$ cat src/rtl/mem_port_arbiter_pkg.sv
// Shared definitions for the unified SRAM port arbiter: FSM state codes,
// grant identifiers and the round-robin tie-break helper.
package mem_port_arbiter_pkg;

    localparam logic [1:0] ST_IDLE   = 2'd0;
    localparam logic [1:0] ST_ACCESS = 2'd1;
    localparam logic [1:0] ST_DONE   = 2'd2;

    localparam logic GNT_IF  = 1'b0;
    localparam logic GNT_MEM = 1'b1;

    localparam int DEFAULT_WAIT_CYCLES = 2;

    // MEM wins a tie unless it also won the previous grant, so IF cannot starve.
    function automatic logic pick_grant(input logic if_req, input logic mem_req,
                                        input logic last_grant);
        if (if_req && mem_req)
            return (last_grant == GNT_MEM) ? GNT_IF : GNT_MEM;
        else if (mem_req)
            return GNT_MEM;
        else
            return GNT_IF;
    endfunction

endpackage

$ cat src/rtl/mem_port_arbiter_wait.sv
// Loadable down-counter timing the SRAM access phase; zero marks the last
// access cycle.
module mem_wait_counter #(
    parameter  int WAIT_CYCLES = 2,
    localparam int CNT_W       = $clog2(WAIT_CYCLES) + 1
) (
    input  logic clk,
    input  logic rst,
    input  logic load,
    input  logic dec,
    output logic zero
);

    logic [CNT_W-1:0] count;

    always_ff @(posedge clk) begin
        if (rst)
            count <= '0;
        else if (load)
            count <= CNT_W'(WAIT_CYCLES - 1);
        else if (dec && (count != '0))
            count <= count - CNT_W'(1);
    end

    assign zero = (count == '0);

endmodule

$ cat src/rtl/mem_port_arbiter.sv
// Arbitrates the single SRAM port between instruction fetch and MEM-stage
// data accesses, sequencing each access and pulsing ready on completion.
//
// state  | meaning
// IDLE   | port free; grant and latch payload when any request is present
// ACCESS | sram_ce held for WAIT_CYCLES; read data sampled on the last cycle
// DONE   | ready pulse to the granted requester; no new grant this cycle
module mem_port_arbiter
    import mem_port_arbiter_pkg::*;
#(
    parameter int ADDR_W      = 32,
    parameter int DATA_W      = 32,
    parameter int WAIT_CYCLES = DEFAULT_WAIT_CYCLES
) (
    input  logic                clk,
    input  logic                rst,
    input  logic                if_req,
    input  logic [ADDR_W-1:0]   if_addr,
    output logic [DATA_W-1:0]   if_rdata,
    output logic                if_ready,
    input  logic                mem_req,
    input  logic                mem_we,
    input  logic [DATA_W/8-1:0] mem_be,
    input  logic [ADDR_W-1:0]   mem_addr,
    input  logic [DATA_W-1:0]   mem_wdata,
    output logic [DATA_W-1:0]   mem_rdata,
    output logic                mem_ready,
    output logic                sram_ce,
    output logic                sram_we,
    output logic [DATA_W/8-1:0] sram_be,
    output logic [ADDR_W-1:0]   sram_addr,
    output logic [DATA_W-1:0]   sram_wdata,
    input  logic [DATA_W-1:0]   sram_rdata,
    output logic                stall_if,
    output logic                stall_mem
);

    logic [1:0] state;
    logic       grant;
    logic       last_grant;
    logic       next_grant;
    logic       start;
    logic       cnt_zero;

    assign next_grant = pick_grant(if_req, mem_req, last_grant);
    assign start      = (state == ST_IDLE) && (if_req || mem_req);

    mem_wait_counter #(.WAIT_CYCLES(WAIT_CYCLES)) u_wait (
        .clk  (clk),
        .rst  (rst),
        .load (start),
        .dec  (state == ST_ACCESS),
        .zero (cnt_zero)
    );

    always_ff @(posedge clk) begin
        if (rst) begin
            state      <= ST_IDLE;
            grant      <= GNT_IF;
            last_grant <= GNT_IF;
            sram_ce    <= 1'b0;
            sram_we    <= 1'b0;
            sram_be    <= '0;
            sram_addr  <= '0;
            sram_wdata <= '0;
            if_rdata   <= '0;
            mem_rdata  <= '0;
            if_ready   <= 1'b0;
            mem_ready  <= 1'b0;
        end else begin
            if_ready  <= 1'b0;
            mem_ready <= 1'b0;
            case (state)
                ST_IDLE: begin
                    if (start) begin
                        state      <= ST_ACCESS;
                        grant      <= next_grant;
                        last_grant <= next_grant;
                        sram_ce    <= 1'b1;
                        if (next_grant == GNT_MEM) begin
                            sram_we    <= mem_we;
                            sram_be    <= mem_be;
                            sram_addr  <= mem_addr;
                            sram_wdata <= mem_wdata;
                        end else begin
                            sram_we    <= 1'b0;
                            sram_be    <= '1;
                            sram_addr  <= if_addr;
                            sram_wdata <= '0;
                        end
                    end
                end
                ST_ACCESS: begin
                    if (cnt_zero) begin
                        state   <= ST_DONE;
                        sram_ce <= 1'b0;
                        sram_we <= 1'b0;
                        // the latched sram_we tells a store from a load
                        if (grant == GNT_MEM) begin
                            mem_ready <= 1'b1;
                            if (!sram_we)
                                mem_rdata <= sram_rdata;
                        end else begin
                            if_ready <= 1'b1;
                            if_rdata <= sram_rdata;
                        end
                    end
                end
                ST_DONE: state <= ST_IDLE;
                default: state <= ST_IDLE;
            endcase
        end
    end

    assign stall_if  = if_req & ~if_ready;
    assign stall_mem = mem_req & ~mem_ready;

endmodule
$ cat config.mk
export PLATFORM = sky130hd
export DESIGN_NAME = mem_port_arbiter
export DESIGN_NICKNAME = d
export VERILOG_FILES = /design/src/rtl/mem_port_arbiter_pkg.sv /design/src/rtl/mem_port_arbiter_wait.sv /design/src/rtl/mem_port_arbiter.sv
export SDC_FILE = /design/constraint.sdc
export NUM_CORES = 1
export LEC_CHECK = 0
export CAP_MARGIN = 20
export CORE_ASPECT_RATIO = 2
export CORE_MARGIN = 4
export CORE_UTILIZATION = 35
export CTS_BUF_LIST = sky130_fd_sc_hd__clkbuf_4 sky130_fd_sc_hd__clkbuf_8 sky130_fd_sc_hd__clkbuf_16
export CTS_CLUSTER_DIAMETER = 150
export DETAILED_ROUTE_END_ITERATION = 8
export DONT_BUFFER_PORTS = 1
export GPL_TIMING_DRIVEN = 0
export MAX_ROUTING_LAYER = met4
export SKIP_CTS_REPAIR_TIMING = 1
export SYNTH_ARGS = -nofsm -noshare
export SYNTH_HDL_FRONTEND = slang
export SYNTH_HIERARCHICAL = 1
export SYNTH_SLANG_ARGS = --single-unit
$ cat constraint.sdc
create_clock -name clk -period 1.9 [get_ports clk]
set_clock_uncertainty 0.05 [all_clocks]
set_input_delay 0.285 -clock clk [delete_from_list [all_inputs] [get_ports clk]]
set_output_delay 0.285 -clock clk [all_outputs]
set_load 0.03 [all_outputs]
== Word level (Yosys, flattened, before mapping) ==
Cells that the tools add are included.

* Output and inout port bits: 138
* Register bits after elaboration: 141
* Input bits: 137

* Mux-type cells: 18
* Equality and inequality tests: 3
* Bitwise operators: 8
* Reduce and logical (&&, ||, !) cells: 16
* Add/subtract/negate cells: 1

{| class="wikitable"
|+ Operators by type and width
! operator !! number
|-
| $mux W32 || 2
|-
| $mux W1 || 10
|-
| $not A1 Y1 || 6
|-
| $reduce_and A3 Y1 || 2
|-
| $reduce_bool A2 Y1 || 3
|-
| $logic_not A2 Y1 || 2
|-
| $mux W2 || 2
|-
| $mux W4 || 1
|-
| $ne A2 B2 Y1 const B || 2
|-
| $pmux W1 S2 || 2
|-
| $pmux W2 S2 || 1
|-
| $reduce_and A2 Y1 || 2
|-
| $reduce_and A4 Y1 || 1
|-
| $logic_and A1 B1 Y1 || 3
|-
| $reduce_or A3 Y1 || 1
|-
| $and A1 B1 Y1 || 2
|-
| $eq A2 B1 Y1 const B || 1
|-
| $reduce_or A2 Y1 || 1
|-
| $sub A2 B1 Y2 const B || 1
|-
| $logic_or A1 B1 Y1 || 1
|}

== Longest topological paths before layout ==
Gate-level depths: netlist of the first run.

* Word-level depth: 5
* Gate-level depth with buffers: 7
* Depth with buffers taken out: 5

== Cells and area by module ==
The synthesis of the first run kept the hierarchy.

{| class="wikitable"
|+ Modules (own cells, without submodules)
! module !! instances !! area each (um2) !! cells an instance
|-
| mem_port_arbiter || 1 || 5,499.0 || 655
|-
| mem_wait_counter || 1 || 123.9 || 11
|}

== Least setup slack after synthesis of the first run ==
No wires, ideal clock.

* Path kind: reg2reg
* Start point: reg u_wait.count[1]
* End point: reg mem_rdata[10]
* Clock period less this slack: 1.576 ns
* Arrival: 1.455 ns
* Library setup time: 0.072 ns
* Path slack: 0.324 ns
* Cell stages (with the launch flop): 8
* Path buffers: 2
* Cell sequence: dfxtp_1 -> inv_1 -> ha_1 -> nand3b_4 -> nor3b_1 -> buf_4 -> buf_6 -> mux2i_1

* Word-level cells in the longest chain between the ends: 2

{| class="wikitable"
|+ Ends and longest elaborated chain
! what !! RTL line !! text
|-
| start, declared || mem_port_arbiter_wait.sv:14 || <nowiki>logic [CNT_W-1:0] count;</nowiki>
|-
| start signal, assigned || mem_port_arbiter_wait.sv:20 || <nowiki>count <= CNT_W'(WAIT_CYCLES - 1);</nowiki>
|-
| start signal, assigned || mem_port_arbiter_wait.sv:22 || <nowiki>count <= count - CNT_W'(1);</nowiki>
|-
| $logic_not A2 Y1 || mem_port_arbiter_wait.sv:25 || <nowiki>assign zero = (count == '0);</nowiki>
|-
| net cnt_zero || mem_port_arbiter.sv:43 || <nowiki>logic cnt_zero;</nowiki>
|-
| $reduce_and A4 Y1 (no line) || n/a ||
|-
| end signal, assigned || mem_port_arbiter.sv:102 || <nowiki>mem_rdata <= sram_rdata;</nowiki>
|-
| end, declared || mem_port_arbiter.sv:26 || <nowiki>output logic [DATA_W-1:0] mem_rdata,</nowiki>
|}

The timed path passes the listed nets, and every way through them passes these cells.
A chain may end at the register's enable or synchronous reset.

== Worst setup path after layout of the first run ==
* Start point: reg u_wait.count[1]
* End point: reg mem_rdata[23]

Same word-level chain as after synthesis.

==> reports/metrics.csv, run 1 <==
metric,value,unit
status,"finished, violations left",
violated checks,negative hold slack,
Post-Layout Cell Count,1009,
Synth Cell Area,5620,sq um
DR WL/cell,19.6,microns
final net count,935,
grt ovf,0,
max_cap viols,0,
synthesis-to-finish area growth,35.7,%
asr flop ratio synth,0,
met2 global-route usage,0.380,
multi-input logic area,2490,sq um
I/O Pins,275,
Pint,5.97,mW
CTS tree,built,
Row Count,65,
combinational group share of total power,0.130,
Post-DP HPWL,14500,microns
Worst Min Path Start,mem_addr[3],
DRC viols,0,
initial DRC count,224,
clock power share,0.424,
Mapped Nets,804,
Finished Core Util,0.484,
CTS root buf,clkbuf_16,
Avg Vias per Cell,5.50,
largest net degree at the start of global routing,17,
PD cells,1110,nW/um^2
crit share post-route,0.926,
Post-synth top flop,dfxtp_1,
Leakage,2.84,nW
CP arrival,2040,ps
Hold Fails Final Rpt,4,
Worst-path clk slew,60,ps
Core Area,15800,sq um
endpoints failing setup,0,
R2R Path End,mem_rdata[23]$_SDFFE_PP0P_,
via count,5554,
peak supply drop,0.584,mV
Synth Area in Adders,0.00223,
total count of max-transition violations in the final report,0,
DRT Pass-1 Iters,6,
most used routing layer in global routing,met2,
met3 Track Usage GR,0.0653,
mux cell area share after synthesis,0.0570,
Routed WL,19800,microns
register area share after synthesis,0.502,
Sequential Power Share,0.446,
Fin Hold WS,-19.1,ps
post-synthesis xor/xnor area fraction,0,
hold worst-path end,sram_addr[3]$_SDFFE_PP0P_,
Critical Path Source Type,flop,
Die Wd,97.6,microns
path depth of the worst reg2reg path,7,
first-pass GRT wire length,28300,microns
antenna cells,0,
post-route antenna net violation count,0,
initial antenna violation count,0,
CTS sink cnt,141,
warnings from Yosys,6,
Worst Hold Path Cells,2,
final estimated routing congestion in global placement,0.856,
TritonCTS Buffers,17,
post-synthesis simple-gate area fraction,0.195,
Worst Path Max Fanout,10,
die height,187,microns
Sw Ratio,0.297,
layout cells sized above 1,0.0903,
Slew HR,0.573,
Synth Instances,666,
H-tree depth,4,
Hold Path Class,in -> reg,
Fmax,0.569,GHz
main combinational cell family by area after synthesis,simple AND/OR/NAND/NOR gates,
"Worst Path Class, Setup",reg -> reg,
vias in the first global route,5236,
reg2reg start,u_wait/count[1]$_SDFFE_PP0P_,
Yosys cell types,36,
NetSw,2.52,mW
Clock Latency Late Sink,420,ps
CP required,2180,ps
Placed Instances,867,
Final Critical Period,1760,ps
CP Capture Type,flop,
Worst-Margin Slew,640,ps
GRT Overall Usage,0.202,
compound-cell area share of the yosys netlist,0.188,
input/output buffers,0,
starting density of the core,0.356,
register bit total from synthesis,141,
number of enable flip-flop cells after synthesis,0,
Die Area,18300,sq um
deepest clock path buffer count,2,
mean area per synthesized cell,8.44,sq um
Fillers,1477,
flop2flop setup slack,140,ps
register area,2820,sq um
M1 GR Usage,0.180,
[worst max-delay path, stage by stage, from the launching register on]
cell and delay (ps):
dfxtp_1 300, inv_1 110, ha_2 280, nand3b_4 120, nor3b_1 200, buf_4 200, buf_6 190, mux2i_1 220
[layout make-up]
class	instances	area share
Sequential cell	141	0.370
Multi-Input combinational cell	456	0.326
Timing Repair Buffer	112	0.146
Clock buffer	21	0.0630
Buffer	65	0.0395
Tap cell	201	0.0330
Clock inverter	9	0.0207
Inverter	4	0.00197
[cells by family (layout without fill, tap and decap cells)]
kind of cell / Yosys count / after routing
buffers and inverters: 69 / 211
AOI/OAI and AO/OA: 174 / 174
and+or+nand+nor: 249 / 249
muxes: 32 / 32
adders and majority gates: 1 / 1
DFF: 141 / 141
[worst max path at each step]
stage | endpoint | from | slack (ps)
6_report | mem_rdata[23]$_SDFFE_PP0P_ | u_wait/count[1]$_SDFFE_PP0P_ | 140
5_1_grt | sram_addr[13]$_SDFFE_PP0P_ | last_grant$_SDFFE_PP0P_ | -10
3_5_place_dp | mem_rdata[17]$_SDFFE_PP0P_ | u_wait/count[1]$_SDFFE_PP0P_ | 70
4_1_cts | mem_rdata[7]$_SDFFE_PP0P_ | u_wait/count[1]$_SDFFE_PP0P_ | 30
2_1_floorplan | mem_rdata[10]$_SDFFE_PP0P_ | u_wait/count[1]$_SDFFE_PP0P_ | 320
3_3_place_gp | mem_rdata[20]$_SDFFE_PP0P_ | u_wait/count[1]$_SDFFE_PP0P_ | 120
[cells in the mapped netlist (all sizes together), types with 2 or more instances]
cell | count | area share
buf | 32 | 0.032
nor2 | 5 | 0.0038
a21oi | 100 | 0.089
o221a | 4 | 0.0080
mux2i | 32 | 0.057
clkbuf | 33 | 0.022
nand2 | 195 | 0.13
or2 | 2 | 0.0022
nand4 | 33 | 0.037
a311oi | 32 | 0.050
nor2b | 3 | 0.0033
inv | 4 | 0.0027
dfxtp | 141 | 0.50
nand2b | 2 | 0.0022
o21ai | 33 | 0.029
[metrics by stage]
step	instance area [sq um]	power (mW)	setup slack (ps)	TNS (ps)	hold WS, ps
finish	7630	8.49	141	0	-19.1
global route	7630	8.82	-11.4	-17.1	-26.6
CTS	6510	8.37	27.3	0	-151
detailed placement	5870	4.75	66.4	0	303
global placement	5870	4.70	123	0	302
floorplan	5620	4.45	324	0	299
[sequential cells by signal, summed over array words and instances (netlist names)]
| signal | cells |
|---|---|
| if_rdata | 32 |
| sram_addr | 32 |
| state | 2 |
| mem_ready | 1 |
| u_wait/count | 2 |
| mem_rdata | 32 |
| sram_ce | 1 |
| sram_we | 1 |
| last_grant | 1 |
| sram_wdata | 32 |
| if_ready | 1 |
| sram_be | 4 |
[placed cells by master (no fill, tap or decap), types with 2 or more instances in the layout]
cell type	netlist	routed
a21oi_1	100	100
inv_1	2	2
buf_2	28	28
bufinv_16	0	4
clkinvlp_4	0	2
mux2i_1	32	32
o21ai_1	30	30
buf_6	2	2
nand2_1	194	194
o221a_1	4	4
clkbuf_16	0	17
or2_1	2	2
inv_6	0	2
dlygate4sd3_1	0	109
inv_2	2	2
clkbuf_1	33	33
buf_4	2	5
nor2_1	4	4
nor2b_1	3	3
nand4_1	33	33
nand2b_1	2	2
clkbuf_8	0	4
o21ai_0	3	3
a311oi_1	32	32
dfxtp_1	141	141
[metal layers]
| metal | share of wire | up-vias |
|---|---|---|
| met5 | 0 | - |
| met3 | 0.069 | 51 |
| met2 | 0.56 | 286 |
| li1 | - | 2586 |
| met1 | 0.34 | 2631 |
| met4 | 0.033 | 0 |
[power by group through the flow]
stage | Sequential [mW] | Combinational, mW | Clock, mW
finish | 3.79 | 1.11 | 3.60
global route | 3.81 | 1.23 | 3.78
CTS | 3.79 | 0.901 | 3.68
detailed placement | 3.85 | 0.900 | 0
global placement | 3.84 | 0.857 | 0
floorplan | 3.78 | 0.675 | 0
No activity file was read; power rests on OpenSTA's default activity.
==> run 2, diff against run 1 <==
--- a/config.mk
+++ b/config.mk
@@ -5,7 +5,6 @@
 export SDC_FILE = /design/constraint.sdc
 export NUM_CORES = 1
 export LEC_CHECK = 0
-export CAP_MARGIN = 20
 export CORE_ASPECT_RATIO = 2
 export CORE_MARGIN = 4
 export CORE_UTILIZATION = 35
@@ -16,7 +15,7 @@
 export GPL_TIMING_DRIVEN = 0
 export MAX_ROUTING_LAYER = met4
 export SKIP_CTS_REPAIR_TIMING = 1
+export SLEW_MARGIN = 10
 export SYNTH_ARGS = -nofsm -noshare
 export SYNTH_HDL_FRONTEND = slang
-export SYNTH_HIERARCHICAL = 1
 export SYNTH_SLANG_ARGS = --single-unit
==> reports/metrics.csv, run 2 <==
metric,value,unit,change
crit share post-route,0.921,,-0.00473
top-count cell post-synth,dfxtp_1,,
synthesis-to-finish area growth,27.1,%,
Slew HR,0.562,,-0.0108
Fmax,0.571,GHz,+0.51%
antenna cells,0,,unchanged
asr flop ratio synth,0,,unchanged
Mapped Nets,654,,-19%
H-tree depth,4,,unchanged
Fin Hold WS,-16.2,ps,+2.92 ps
layout cells sized above 1,0.111,,+0.0206
PD cells,1150,nW/um^2,+3.6%
Clock Latency Late Sink,420,ps,about the same
most frequent cells in the layout,"141 x dfxtp_1, 66 x dlygate4sd3_1, 65 x nand2_1",,
Post-DP HPWL,12500,microns,-13%
CP cell instances,nor2b_1,,
Synth Cell Area,5390,sq um,-4.1%
"commonest non-fill, non-tap cell in the layout",dfxtp_1,,
peak supply drop,0.735,mV,+26%
endpoints failing setup,0,,unchanged
Yosys cell types,34,,-5.6%
CP Capture Type,output pin,,
"Worst Path Class, Setup",reg -> out,,
register bit total from synthesis,141,,unchanged
final net count,739,,-21%
Critical Path Slowest Stage Cell,nor2b_1,,
I/O Pins,275,,unchanged
Post-synth top flop,dfxtp_1,,
Die Wd,95.8,microns,-1.9%
initial DRC count,133,,-41%
warnings from Yosys,0,,-6
violated checks,negative hold slack,,
Synth top area share,0.524,,+0.0216
grt ovf,0,,unchanged
TritonCTS Buffers,17,,unchanged
mean area per synthesized cell,10.5,sq um,+24%
initial antenna violation count,0,,unchanged
Hold Path Class,in -> reg,,
CTS sink cnt,141,,unchanged
max_cap viols,0,,unchanged
starting density of the core,0.354,,-0.00203
CP arrival,1410,ps,-630 ps
Routed WL,16600,microns,-16%
Hold Fails Final Rpt,2,,-2
Synth top cells by count,"141 x dfxtp_1, 65 x nand2_1, 64 x mux2i_1, 64 x nand2b_1, 37 x a21oi_1",,
Worst Path Max Fanout,2,,-8
RSZ-0062 raised after global routing,false,,
Leakage,2.59,nW,-9.0%
first-pass GRT wire length,23300,microns,-18%
Avg Vias per Cell,5.13,,-6.8%
Worst-path clk slew,70,ps,about the same
largest net degree at the start of global routing,17,,unchanged
CTS root buf,clkbuf_16,,
Synth area leaders,"dfxtp_1 52%, mux2i_1 12%, nand2b_1 7.4%",,
flop2flop setup slack,190,ps,+50 ps
largest area contributor in the netlist,dfxtp_1,,
Row Count,64,,-1.5%
DR WL/cell,20.5,microns,+4.6%
Critical Path Source Type,flop,,
Final Critical Period,1750,ps,-8.99 ps
vias in the first global route,4224,,-19%
via count,4160,,-25%
register area share after synthesis,0.524,,+0.0216
gate family responsible for the most delay along the worst path,simple AND/OR/NAND/NOR gates,,
Worst path max stage delay,570,ps,+270 ps
Die Area,17600,sq um,-3.9%
WP buf/inv,0,,-3
post-route antenna net violation count,0,,unchanged
status,"finished, violations left",,
Post-Layout Cell Count,811,,-20%
deepest clock path buffer count,2,,unchanged
die height,184,microns,-2.0%
DRT Pass-1 Iters,6,,unchanged
CTS tree,built,,
Worst-Margin Slew,655,ps,+14.9 ps
total count of max-transition violations in the final report,0,,unchanged
final estimated routing congestion in global placement,0.810,,-5.3%
GRT Overall Usage,0.184,,-0.0179
number of enable flip-flop cells after synthesis,0,,unchanged
Placed Instances,713,,-18%
DRC viols,0,,unchanged
Core Area,15200,sq um,-3.6%
input/output buffers,0,,unchanged
Synth Instances,515,,-23%
CP required,1560,ps,-620 ps
post-route setup TNS,0,ps,unchanged
==> run 2: per-layer routing <==
layer	vias up	global-route usage	routed length (microns)
li1	1951	-	-
met1	1943	0.167	5400
met2	237	0.340	9410
met3	29	0.0574	1360
met4	0	0.0775	479
met5	-	-	0
==> run 2: path summary, 6_finish.rpt <==
kind | cells after the start | from | end
setup / recovery | 1 | mem_ready$_SDFF_PP0_ | stall_mem
hold / removal | 2 | sram_rdata[26] | mem_rdata[26]$_SDFFE_PP0P_
setup reg to reg | 5 | last_grant$_SDFFE_PP0P_ | sram_addr[13]$_SDFFE_PP0P_
hold reg to reg | 2 | u_wait.count[1]$_SDFFE_PP0P_ | u_wait.count[1]$_SDFFE_PP0P_
==> run 2: cell families after synthesis <==
kind of cell	share of synthesized area
compound gates	0.153
xor+xnor	0.00162
fa+ha+maj	0.00464
buf+inv	0.0480
flops	0.524
mux	0.119
simple gates	0.150
==> run 2: report_power, final <==
| part | switching (mW) | internal (mW) |
|---|---|---|
| clock network | 1.40 | 1.71 |
| registers | 0.659 | 3.21 |
| logic | 0.496 | 0.422 |
==> run 2: stage by stage <==
| stage | cell area, sq um | total power, mW | util | setup slack (ps) | hold WS [ps] |
|---|---|---|---|---|---|
| final | 6850 | 7.90 | 0.450 | 150 | -16.2 |
| after global routing | 6850 | 8.27 | 0.450 | 83.3 | -5.66 |
| after CTS | 6190 | 7.87 | 0.407 | 132 | -82.5 |
| after detailed placement | 5640 | 4.73 | 0.371 | 173 | 366 |
| after global placement | 5640 | 4.69 | 0.371 | 189 | 362 |
| after floorplan | 5390 | 4.47 | - | 495 | 360 |
==> run 2: area by class of cell <==
cell class,count,area [sq um]
Fill cell,1474,8360
Sequential cell,141,2820
Multi-Input combinational cell,330,2310
Timing Repair Buffer,66,661
Clock buffer,17,425
Buffer,42,251
Tap cell,198,248
Clock inverter,15,128
Inverter,2,7.51
==> run 3, diff against run 2 <==
--- a/config.mk
+++ b/config.mk
@@ -5,7 +5,6 @@
 export SDC_FILE = /design/constraint.sdc
 export NUM_CORES = 1
 export LEC_CHECK = 0
-export CORE_ASPECT_RATIO = 2
 export CORE_MARGIN = 4
 export CORE_UTILIZATION = 35
 export CTS_BUF_LIST = sky130_fd_sc_hd__clkbuf_4 sky130_fd_sc_hd__clkbuf_8 sky130_fd_sc_hd__clkbuf_16
==> constraint.sdc (replaced) <==
create_clock -name clk -period 2.09 [get_ports clk]
set_clock_uncertainty 0.05 [all_clocks]
set_input_delay 0.3135 -clock clk [delete_from_list [all_inputs] [get_ports clk]]
set_output_delay 0.3135 -clock clk [all_outputs]
set_load 0.03 [all_outputs]
==> reports/metrics.csv, run 3 (same netlist as run 2, synthesis figures left out) <==
metric,value,unit,change
CP required,1730,ps,+170 ps
post-route setup TNS,0,ps,unchanged
CTS sink cnt,141,,unchanged
largest net degree at the start of global routing,17,,unchanged
vias in the first global route,4040,,-4.4%
die height,132,microns,-28%
antenna cells,0,,unchanged
H-tree depth,4,,unchanged
Die Wd,132,microns,+38%
Worst Path Max Fanout,2,,unchanged
"Worst Path Class, Setup",reg -> out,,
post-route setup slack,362,ps,+212 ps
starting density of the core,0.356,,+0.00161
GRT Overall Usage,0.173,,-0.0107
Placed Instances,703,,-1.4%
I/O Pins,275,,unchanged
input/output buffers,0,,unchanged
Worst-Margin Slew,617,ps,-37.7 ps
Finished Core Util,0.451,,+0.000808
Fin Hold WS,-13.5,ps,+2.64 ps
max_cap viols,0,,unchanged
met2 wire length,8250,microns,-12%
WP buf/inv,0,,unchanged
CP Capture Type,output pin,,
status,"finished, violations left",,
synthesis-to-finish area growth,26.8,%,
Row Count,45,,-30%
Post-Layout Cell Count,798,,-1.6%
initial DRC count,151,,+14%
dpl ws,393,ps,+221 ps
peak supply drop,0.577,mV,-22%
grt ovf,0,,unchanged
Critical Path Slowest Stage Cell,nor2b_1,,
deepest clock path buffer count,2,,unchanged
Clock Latency Late Sink,410,ps,about the same
routed wl met3,1360,microns,-0.15%
placed inst area,5630,sq um,-0.22%
Critical Path Source Type,flop,,
initial antenna violation count,0,,unchanged
via count,4112,,-1.2%
Hold Fails Final Rpt,2,,unchanged
top sig layer,met4,,
final net count,736,,-0.41%
first-pass GRT wire length,23000,microns,-1.5%
crit share post-route,0.827,,
DRT Pass-1 Iters,4,,-2
Worst-path clk slew,60,ps,about the same
layout cells sized above 1,0.111,,+0.000546
Slew HR,0.585,,+0.0230
Final Critical Period,1730,ps,
gate family responsible for the most delay along the worst path,simple AND/OR/NAND/NOR gates,,
DRC viols,0,,unchanged
RSZ-0062 raised after global routing,false,,
CP arrival,1360,ps,-50 ps
endpoints failing setup,0,,unchanged
final estimated routing congestion in global placement,0.747,,-7.7%
DR WL/cell,19.8,microns,-3.6%
total count of max-transition violations in the final report,0,,unchanged
Hold Path Class,in -> reg,,
CP cell instances,nor2b_1,,
Leakage,2.60,nW,+0.43%
CTS root buf,clkbuf_16,,
met1 WL,6060,microns,+12%
"commonest non-fill, non-tap cell in the layout",dfxtp_1,,
"Design Area, Final",6830,sq um,-0.27%
TritonCTS Buffers,17,,unchanged
Die Area,17500,sq um,-0.68%
Tot Pwr,7.26,mW,-8.1%
Worst path max stage delay,520,ps,-50 ps
Fmax,0.579,GHz,
Routed WL,15800,microns,-5.1%
Core Area,15100,sq um,-0.45%
PD cells,1060,nW/um^2,-7.9%
violated checks,negative hold slack,,
Avg Vias per Cell,5.15,,+0.46%
Post-DP HPWL,11700,microns,-6.6%
CTS tree,built,,
Fillers,1416,,-3.9%
post-route antenna net violation count,0,,unchanged
most frequent cells in the layout,"141 x dfxtp_1, 65 x nand2_1, 64 x nand2b_1, 64 x mux2i_1, 63 x dlygate4sd3_1",,
-- run 3: cell count changes in the layout (fill, tap and decap cells not counted), sizes merged --
| cell | previous run | this run |
|---|---|---|
| inv | 11 | 12 |
| bufinv | 0 | 1 |
| dlygate4sd3 | 66 | 63 |
| clkinvlp | 4 | 1 |
| clkinv | 2 | 3 |
-- run 3: final cells by class --
class,instances,area (sq um),share of cell area
buffer,42,251,0.0368
clock buffer,17,425,0.0622
clock inverter,15,151,0.0222
inverter,2,7.51,0.00110
multi-input combinational,330,2310,0.338
sequential,141,2820,0.413
tap,188,235,0.0344
timing repair buffer,63,631,0.0923
-- run 3: power by group --
group	switching [mW]	internal [mW]
Clock	1.25	1.68
Combinational	0.426	0.380
Sequential	0.597	2.92
-- run 3: worst paths after layout --
path              slack [ps]                         start  cells after the start                      endpoint
setup / recovery         360          mem_ready$_SDFF_PP0_                      1                     stall_mem
hold / removal           -10                sram_rdata[13]                      2     if_rdata[13]$_SDFFE_PP0P_
setup reg to reg         410  u_wait.count[0]$_SDFFE_PP0P_                      6    mem_rdata[10]$_SDFFE_PP0P_
hold reg to reg          480  u_wait.count[1]$_SDFFE_PP0P_                      2  u_wait.count[1]$_SDFFE_PP0P_
-- run 3: per-layer routing --
metal / up-vias / global-route usage
li1: 1970 / -
met1: 1950 / 0.171
met2: 182 / 0.304
met3: 10 / 0.0878
met4: 0 / 0.0403
met5: - / -
